`config.mk`:
```
export PLATFORM = sky130hd
export DESIGN_NAME = mul_unit
export DESIGN_NICKNAME = d
export VERILOG_FILES = /design/src/rtl/mul_unit.sv
export SDC_FILE = /design/constraint.sdc
export NUM_CORES = 2
export LEC_CHECK = 0
export CORE_ASPECT_RATIO = 1.1
export CORE_UTILIZATION = 70
export CTS_BUF_LIST = sky130_fd_sc_hd__clkbuf_8
export DETAILED_ROUTE_END_ITERATION = 12
export PLACE_DENSITY = 0.95
export SYNTH_ARGS = -nofsm -noshare
export SYNTH_HDL_FRONTEND = slang
export SYNTH_HIERARCHICAL = 1
export SYNTH_SLANG_ARGS = --single-unit
```
`constraint.sdc`:
```
create_clock -name clk -period 16.2 [get_ports clk]
set_input_delay 3.24 -clock clk [delete_from_list [all_inputs] [get_ports clk]]
set_output_delay 3.24 -clock clk [all_outputs]
set_load 0.005 [all_outputs]
```
`src/rtl/mul_unit.sv`:
```
// mul_unit: issue/response wrapper around a 4-stage pipelined 32x32 multiplier.
//
// Decodes RV32M multiply ops, drives the multiplier core, carries op/tag
// sideband in lockstep with the un-stallable core pipeline, selects and
// corrects the result half, and buffers results in an output FIFO. Credit
// based admission reserves a FIFO slot for every in-flight request, so a
// result leaving the core is never dropped.
//
// Optional feature: define MUL_MULHSU_EN to build the MULHSU correction
// subtractor. Without it MULHSU returns data 0 with resp_illegal set.
//
// Parameters:
//   TAG_W       width of request/response tag
//   FIFO_DEPTH  output FIFO entries = max outstanding requests (1..16)
//
// Ports:
//   clk, rstn                          clock, async active-low reset
//   req_valid/req_ready                request handshake
//   req_op                             00 MUL, 01 MULH, 10 MULHSU, 11 MULHU
//   req_s, req_t, req_tag              rs1, rs2, opaque id
//   resp_valid/resp_ready              response handshake
//   resp_data, resp_tag, resp_illegal  FIFO head entry

// Multiplier core: 4 register stages, no stall, no reset on the datapath.
// Ports: clk, is_signed (both operands signed), s, t, d = full 64-bit product.
module mul (
  input  logic        clk,
  input  logic        is_signed,
  input  logic [31:0] s,
  input  logic [31:0] t,
  output logic [63:0] d
);
  logic [32:0] a1, b1;
  logic [49:0] pl2, ph2;
  logic [63:0] p3;
  logic [49:0] ax, bl, bh;

  // 33-bit operands cover signed and unsigned forms; the product is split
  // into two 33x17 partial products (low and high half of b).
  always_comb begin
    ax = {{17{a1[32]}}, a1};
    bl = {33'b0, b1[15:0]};
    bh = {{33{b1[32]}}, b1[32:16]};
  end

  always_ff @(posedge clk) begin
    a1  <= {is_signed & s[31], s};
    b1  <= {is_signed & t[31], t};
    pl2 <= ax * bl;
    ph2 <= ax * bh;
    p3  <= {{14{pl2[49]}}, pl2} + ({{14{ph2[49]}}, ph2} << 16);
    d   <= p3;
  end
endmodule

module mul_unit #(
  parameter int unsigned TAG_W      = 4,
  parameter int unsigned FIFO_DEPTH = 8
) (
  input  logic             clk,
  input  logic             rstn,
  input  logic             req_valid,
  output logic             req_ready,
  input  logic [1:0]       req_op,
  input  logic [31:0]      req_s,
  input  logic [31:0]      req_t,
  input  logic [TAG_W-1:0] req_tag,
  output logic             resp_valid,
  input  logic             resp_ready,
  output logic [31:0]      resp_data,
  output logic [TAG_W-1:0] resp_tag,
  output logic             resp_illegal
);
  localparam int unsigned PTR_W = (FIFO_DEPTH > 1) ? $clog2(FIFO_DEPTH) : 1;
  localparam int unsigned CNT_W = $clog2(FIFO_DEPTH + 1);

  typedef enum logic [1:0] {
    OP_MUL    = 2'b00,
    OP_MULH   = 2'b01,
    OP_MULHSU = 2'b10,
    OP_MULHU  = 2'b11
  } op_e;

  logic        accept, deq, wr;
  logic [63:0] core_d;

  assign accept = req_valid && req_ready;

  mul u_core (
    .clk       (clk),
    .is_signed (req_op == OP_MULH),
    .s         (req_s),
    .t         (req_t),
    .d         (core_d)
  );

  // Sideband pipeline, aligned so stage 3 matches core_d.
  logic [3:0]       sb_valid;
  op_e              sb_op  [4];
  logic [TAG_W-1:0] sb_tag [4];
`ifdef MUL_MULHSU_EN
  logic             sb_s31 [4];
  logic [31:0]      sb_t   [4];
`endif

  always_ff @(posedge clk or negedge rstn) begin
    if (!rstn) sb_valid <= '0;
    else       sb_valid <= {sb_valid[2:0], accept};
  end

  always_ff @(posedge clk) begin
    sb_op[0]  <= op_e'(req_op);
    sb_tag[0] <= req_tag;
`ifdef MUL_MULHSU_EN
    sb_s31[0] <= req_s[31];
    sb_t[0]   <= req_t;
`endif
    for (int unsigned i = 1; i < 4; i++) begin
      sb_op[i]  <= sb_op[i-1];
      sb_tag[i] <= sb_tag[i-1];
`ifdef MUL_MULHSU_EN
      sb_s31[i] <= sb_s31[i-1];
      sb_t[i]   <= sb_t[i-1];
`endif
    end
  end

  // Result select and MULHSU correction.
  logic [31:0] res_data;
  logic        res_ill;

  always_comb begin
    res_data = '0;
    res_ill  = 1'b0;
    case (sb_op[3])
      OP_MUL:            res_data = core_d[31:0];
      OP_MULH, OP_MULHU: res_data = core_d[63:32];
      OP_MULHSU: begin
`ifdef MUL_MULHSU_EN
        // Unsigned product high half, minus t when s is negative.
        res_data = core_d[63:32] - (sb_s31[3] ? sb_t[3] : 32'd0);
`else
        res_ill  = 1'b1;
`endif
      end
      default: res_data = '0;
    endcase
  end

  // Output FIFO.
  logic [31:0]      mem_data [FIFO_DEPTH];
  logic [TAG_W-1:0] mem_tag  [FIFO_DEPTH];
  logic             mem_ill  [FIFO_DEPTH];
  logic [PTR_W-1:0] wr_ptr, rd_ptr;
  logic [CNT_W-1:0] fifo_count, outstanding;
  logic [31:0]      last_data;
  logic [TAG_W-1:0] last_tag;
  logic             last_ill;

  assign wr         = sb_valid[3];
  assign resp_valid = (fifo_count != '0);
  assign deq        = resp_valid && resp_ready;
  assign req_ready  = (outstanding < CNT_W'(FIFO_DEPTH));

  // When empty the outputs hold the last dequeued entry.
  assign resp_data    = resp_valid ? mem_data[rd_ptr] : last_data;
  assign resp_tag     = resp_valid ? mem_tag[rd_ptr]  : last_tag;
  assign resp_illegal = resp_valid ? mem_ill[rd_ptr]  : last_ill;

  always_ff @(posedge clk) begin
    if (wr) begin
      mem_data[wr_ptr] <= res_data;
      mem_tag[wr_ptr]  <= sb_tag[3];
      mem_ill[wr_ptr]  <= res_ill;
    end
  end

  always_ff @(posedge clk or negedge rstn) begin
    if (!rstn) begin
      wr_ptr      <= '0;
      rd_ptr      <= '0;
      fifo_count  <= '0;
      outstanding <= '0;
      last_data   <= '0;
      last_tag    <= '0;
      last_ill    <= 1'b0;
    end else begin
      if (wr)
        wr_ptr <= (wr_ptr == PTR_W'(FIFO_DEPTH - 1)) ? '0 : wr_ptr + PTR_W'(1);
      if (deq) begin
        rd_ptr    <= (rd_ptr == PTR_W'(FIFO_DEPTH - 1)) ? '0 : rd_ptr + PTR_W'(1);
        last_data <= mem_data[rd_ptr];
        last_tag  <= mem_tag[rd_ptr];
        last_ill  <= mem_ill[rd_ptr];
      end
      case ({wr, deq})
        2'b10:   fifo_count <= fifo_count + CNT_W'(1);
        2'b01:   fifo_count <= fifo_count - CNT_W'(1);
        default: fifo_count <= fifo_count;
      endcase
      case ({accept, deq})
        2'b10:   outstanding <= outstanding + CNT_W'(1);
        2'b01:   outstanding <= outstanding - CNT_W'(1);
        default: outstanding <= outstanding;
      endcase
    end
  end
endmodule

```
* After elaboration in Yosys (flattened, before gate mapping)
Memory sizes are Yosys's and may differ from the RTL's.
Cells that the tools add are included.
W data, S select, Z words.
** Cells by class
- Multiplexer cells :: 11
- Multiply operators :: 2
- Equal/unequal tests :: 10
- Add/sub/neg operators :: 7
- Bitwise logic cells :: 2
- Reduce and logical (&&, ||, !) cells :: 7
- Order comparisons :: 1
** Operators by type and width (number)
- $add A64 B64 Y64 :: 1
- $pmux W32 S2 :: 1
- $mul A33 B17 Y50 :: 1
- $mul A33 B17 Y48 :: 1
- $mux W32 :: 1
- $pmux W4 S2 :: 2
- $add A4 B1 Y4 const B :: 2
- $eq A2 B1 Y1 const B :: 4
- $eq A2 B2 Y1 const B :: 4
- $sub A4 B1 Y4 const B :: 2
- $add A3 B1 Y3 const B :: 2
- $eq A3 B3 Y1 const B :: 2
- $mux W3 :: 2
- $lt A4 B4 Y1 const B :: 1
- $mux W1 :: 4
- $mux W4 :: 1
- $reduce_bool A2 Y1 :: 2
- $reduce_bool A4 Y1 :: 1
- $and A1 B1 Y1 :: 2
- $logic_and A1 B1 Y1 :: 2
- $logic_not A2 Y1 :: 1
- $reduce_or A2 Y1 :: 1
** Word-level totals
- Register bits :: 347
- Output and inout port bits :: 39
- Memories kept :: 5
- Memory bits (writable) :: 320
- Input bits :: 74
** Memories
- mem_data :: words 8, width 32, read ports 1, clocked after Yosys merged registers in 0, wr ports 1, RTL line 151 : logic [31:0] mem_data [FIFO_DEPTH];
- mem_tag :: words 8, width 4, read ports 1, clocked after Yosys merged registers in 0, wr ports 1, RTL line 152 : logic [TAG_W-1:0] mem_tag [FIFO_DEPTH];
- sb_tag :: words 4, width 4, read ports 4, clocked after Yosys merged registers in 0, wr ports 4, RTL line 100 : logic [TAG_W-1:0] sb_tag [4];
- mem_ill :: words 8, width 1, read ports 1, clocked after Yosys merged registers in 0, wr ports 1, RTL line 153 : logic mem_ill [FIFO_DEPTH];
- sb_op :: words 4, width 2, read ports 4, clocked after Yosys merged registers in 0, wr ports 4, RTL line 99 : op_e sb_op [4];

* Logic depth before layout (Yosys ltp)
- Depth in word-level cells :: 4
- Gate-level depth with buffers :: 27
- Gate-level depth less buffers :: 25

* Cells and area by module
Netlist, hierarchy kept.
** By module, submodules not included
- mul :: seq. area each 5845.6 µm², instances 1, area each 45663.8 µm², cells an instance 4906
- mul_unit :: seq. area each 10745.3 µm², instances 1, area each 14751.6 µm², cells an instance 907

* Worst setup path after synthesis
Ideal clock, no wire load.
- Kind :: flip-flop to flip-flop
- Start :: register u_core.a1[15]
- End :: register u_core.pl2[46]
- Path buffers :: 2
- Stages on the path, launching flop included :: 24
- Clock period less this slack :: 6.363 ns
- Setup time :: 0.056 ns
- Slack :: 9.837 ns
- Arrival :: 6.307 ns
- Cells stage by stage :: dfxtp_1 > clkbuf_1 > nand2_1 > fa_1 > fa_1 > fa_1 > inv_1 > fa_1 > fa_1 > inv_1 > fa_1 > inv_1 > ha_1 > buf_6 > a211o_1 > a21oi_4 > a2111o_1 > a31oi_2 > o21ai_2 > a311oi_2 > a221o_1 > a221o_2 > nor4b_1 > a211o_2
** On the way
- Longest elaborated chain between the ends :: 1
** Ends and longest elaborated chain
- from (decl) :: RTL line 33 : logic [32:0] a1, b1;
- from (signal assigned) :: RTL line 47 : a1 <= {is_signed & s[31], s};
- $mul A33 B17 Y50 :: RTL line 49 : pl2 <= ax * bl;
- to (signal assigned) :: RTL line 49
- to (decl) :: RTL line 34 : logic [49:0] pl2, ph2;
No other way between the ends.
A chain may end at the register's enable or synchronous reset.

* Worst setup path in the final report
- Start :: register u_core.b1[22]
- End :: register u_core.ph2[43]
** On the way
- Longest elaborated chain between the ends :: 1
** Ends and longest elaborated chain
- from (decl) :: RTL line 33
- from (signal assigned) :: RTL line 48 : b1 <= {is_signed & t[31], t};
- $mul A33 B17 Y48 :: RTL line 50 : ph2 <= ax * bh;
- to (signal assigned) :: RTL line 50
- to (decl) :: RTL line 34
No other way between the ends.

==> flow_summary_export.csv <==
group,metric,value,unit
outcome,status,"complete, no violations",
yosys,synth_edf_count,296,
sta,fin_crit,7990,ps
clock_tree,post-cts-setup-buffers,0,
detailed_routing,wl,162000,µm
floorplanning,die_w,282,µm
grt,grt_pass1_wl,255000,µm
cells_and_area,multi_input_area,0.0383,mm²
clock_tree,clk_latency,780,ps
clock_tree,root_buffer,"clkbuf_8",
sta,fmax,125,MHz
clock_tree,ctsResizeCount,0,
yosys,ys_seq_elements,667,
cells_and_area,area_growth,7.07,%
yosys,ys_warn_count,6,
detailed_routing,routed.top_layer,"met5",
floorplanning,design.core.area,0.0852,mm²
detailed_routing,wire_per_inst,23.0,µm
setup_path,ff2ff_path_depth,22,
detailed_routing,ant_nets,0,
yosys,synthFlopType,"dfxtp_1",
placement,place_area,0.0624,mm²
setup_path,worst-path-max-fanout,33,
grt,grt_use_total,38.5,%
detailed_routing,drtPass1Iterations,8,
yosys,yosysSeqAreaShare,27.5,%
sta,hold_viol_final,0,
setup_path,crit_required,16820,ps
setup_path,crit_type,"reg2reg",
min_path,min_to,"u_core/p3[1]",
sta,hold_ws,316,ps
clock_tree,cts_buffer_depth,3,
sta,rsz0062_at_grt,"false",
sta,skew,63.7,ps
placement,port_buffers,112,
detailed_routing,wl_met1,52100,µm
clock_tree,clock_sinks,667,
setup_path,ff2ff_setup_slack,8210,ps
setup_path,r2r-start,"u_core/b1[22]",
setup_path,rr_endpoint,"u_core/ph2[43]",
grt,grt_pass1_vias,48575,
cells_and_area,fillers,4902,
yosys,synth_area_per_cell,10.4,µm²
floorplanning,die_h,310,µm
grt,grt.overflow.total,0,
clock_tree,cts_tree,"yes",
sta,slew_headroom,15.1,%
detailed_routing,dr_wl_met3,18200,µm
clock_tree,htreeDepth,3,
grt,grt_max_degree,80,
floorplanning,num_rows,112,
detailed_routing,vias_per_cell,6.19,
setup_path,crit_path_start_kind,"flip-flop",
detailed_routing,drcViolationCount,0,
cells_and_area,ff_latch_area,0.0166,mm²
clock_tree,cts_buffers,101,
floorplanning,io_pins,113,
cells_and_area,nets,7217,
grt,antenna_found_initial,8,
yosys,syn_area,0.0604,mm²
placement,place_congestion,0.935,
setup_path,worst_setup_path_end_kind,"flip-flop",
placement,dp_hpwl,112000,µm
yosys,synth_cells,5813,
clock_tree,clkTransAtPathRegs,70,ps
sta,worst_slew_pin_slew,1270,ps
yosys,ys_types,84,
cells_and_area,final_area,0.0647,mm²
detailed_routing,drt_iter0_drc,4163,
sta,fin_crit_sh,49.3,%
floorplanning,die-area,0.0875,mm²
detailed_routing,dr_wl_met2,77300,µm
sta,tns,0,ps
setup_path,startpoint,"u_core/b1[22]",
sta,finalMaxSlewViolations,0,
sta,setup_viol,0,
cells_and_area,drive_gt1_share,5.72,%
yosys,async_reset_ff_share,8.25,%
floorplanning,start_util,70.9,%
detailed_routing,num_vias,43703,
min_path,min_from,"u_core/pl2[1]",
min_path,min_path_cells,0,
job,drv_cap,0,
clock_tree,cts_hold_buf,0,
setup_path,cp.arrival,8610,ps
yosys,synth_nets,7203,
min_path,hold_class,"reg2reg",
==> metrics by stage <==
stage | cells | setup WS, ps | utilization (%)
6_report | 7056 | 8210 | 75.9
5_1_grt | 7055 | 7970 | 75.9
4_1_cts | 7054 | 8450 | 75.9
3_5_place_dp | 6864 | 8560 | 73.3
3_3_place_gp | 6864 | 8810 | 73.3
2_1_floorplan | 5813 | 9840 | -
==> metal layers <==
metal	track usage [%]	up-vias
met2	64.0	3272
met5	0	-
met3	9.54	1104
met1	42.6	21390
li1	-	17931
met4	30.0	6
==> synthesized netlist by cell type, types with 55 or more instances <==
master / instances / area (µm²)
a21o_1: 84 / 631
a21oi_1: 133 / 666
and2_1: 448 / 2800
clkbuf_1: 256 / 961
dfrtp_1: 55 / 1380
dfxtp_1: 316 / 6330
edfxtp_1: 296 / 8890
fa_1: 1026 / 20500
ha_1: 290 / 3630
inv_1: 1174 / 4410
mux2_2: 61 / 687
mux2i_1: 75 / 751
nand2_1: 765 / 2870
nor2_1: 90 / 338
o21ai_0: 62 / 310
o21ai_1: 77 / 385
xnor2_1: 104 / 911
==> cell families (layout without fill, tap and decap cells) <==
kind of cell | after synthesis | in the layout | share of synthesized area, %
multiplexers | 156 | 156 | 2.75
other | 0 | 2 | 0
AND/OR/NAND/NOR | 1456 | 1456 | 11.5
flip-flops | 667 | 667 | 27.5
adder cells (fa/ha/maj) | 1316 | 1316 | 40.0
AO/OA/AOI/OAI | 604 | 604 | 6.70
buffers and inverters | 1458 | 1559 | 9.32
XOR/XNOR | 156 | 156 | 2.26
==> sequential cells by signal, indices dropped and copies added (netlist names), 33 cells and up <==
register,flops
mem_data,256
u_core/d,64
u_core/p3,64
u_core/pl2,50
u_core/ph2,48
u_core/a1,33
u_core/b1,33
==> worst max-delay path, cell delays in order, from the launching register on <==
cell      delay, ps
dfxtp_1        1170
and2_1          290
fa_1            440
inv_1            80
fa_1            480
fa_1            490
inv_1           100
fa_1            440
fa_1            540
inv_1            50
fa_1            480
inv_1            50
ha_1            360
and2_1          210
a221oi_1        310
o211ai_1        250
a31oi_1         450
o21ai_0         330
a21oi_1         270
o21ai_0         190
o21ai_0         490
o21ai_0         210
xor2_1          180
==> how the worst max path moves through the flow <==
stage	cells past startpoint	to	slack, ps
after CTS	22	u_core/ph2[43]	8450
after floorplan	23	u_core/pl2[46]	9840
after detailed placement	22	u_core/ph2[43]	8560
final	22	u_core/ph2[43]	8210
after global placement	22	u_core/ph2[43]	8810
after global routing	22	u_core/ph2[43]	7970
==> area by class of cell <==
cell class | instances | area share (%)
diodes | 2 | 0.00774
clock buffers | 115 | 2.45
clock inverters | 75 | 1.04
inverters | 1177 | 6.83
multi-input cells | 3688 | 59.2
flip-flops and latches | 667 | 25.7
well taps | 1140 | 2.21
repair buffers | 192 | 2.65
==> placed cells by master, fill, tap and decap left out, types with 19 or more instances in the layout <==
cell type | netlist | final
and2_1 | 448 | 448
nor2b_1 | 20 | 19
dfxtp_1 | 316 | 312
a21oi_1 | 133 | 133
nand2b_1 | 22 | 22
clkdlybuf4s50_1 | 0 | 111
o21bai_1 | 20 | 20
mux2i_1 | 75 | 75
dfrtp_1 | 55 | 54
a221o_1 | 39 | 39
nand3_1 | 29 | 29
xnor2_1 | 104 | 104
inv_1 | 1174 | 1200
xor2_1 | 52 | 52
mux2_1 | 20 | 20
buf_4 | 4 | 80
o22ai_1 | 38 | 38
ha_1 | 290 | 290
o21ai_0 | 62 | 62
nor2_1 | 90 | 82
fa_1 | 1026 | 1026
nand2_1 | 765 | 765
edfxtp_1 | 296 | 296
a21o_1 | 84 | 84
clkbuf_8 | 0 | 115
mux2_2 | 61 | 61
a22o_1 | 32 | 32
o21ai_1 | 77 | 77
Power is not shown: default switching activity piles up to over one toggle a cycle in this logic, so the estimate is an artifact.
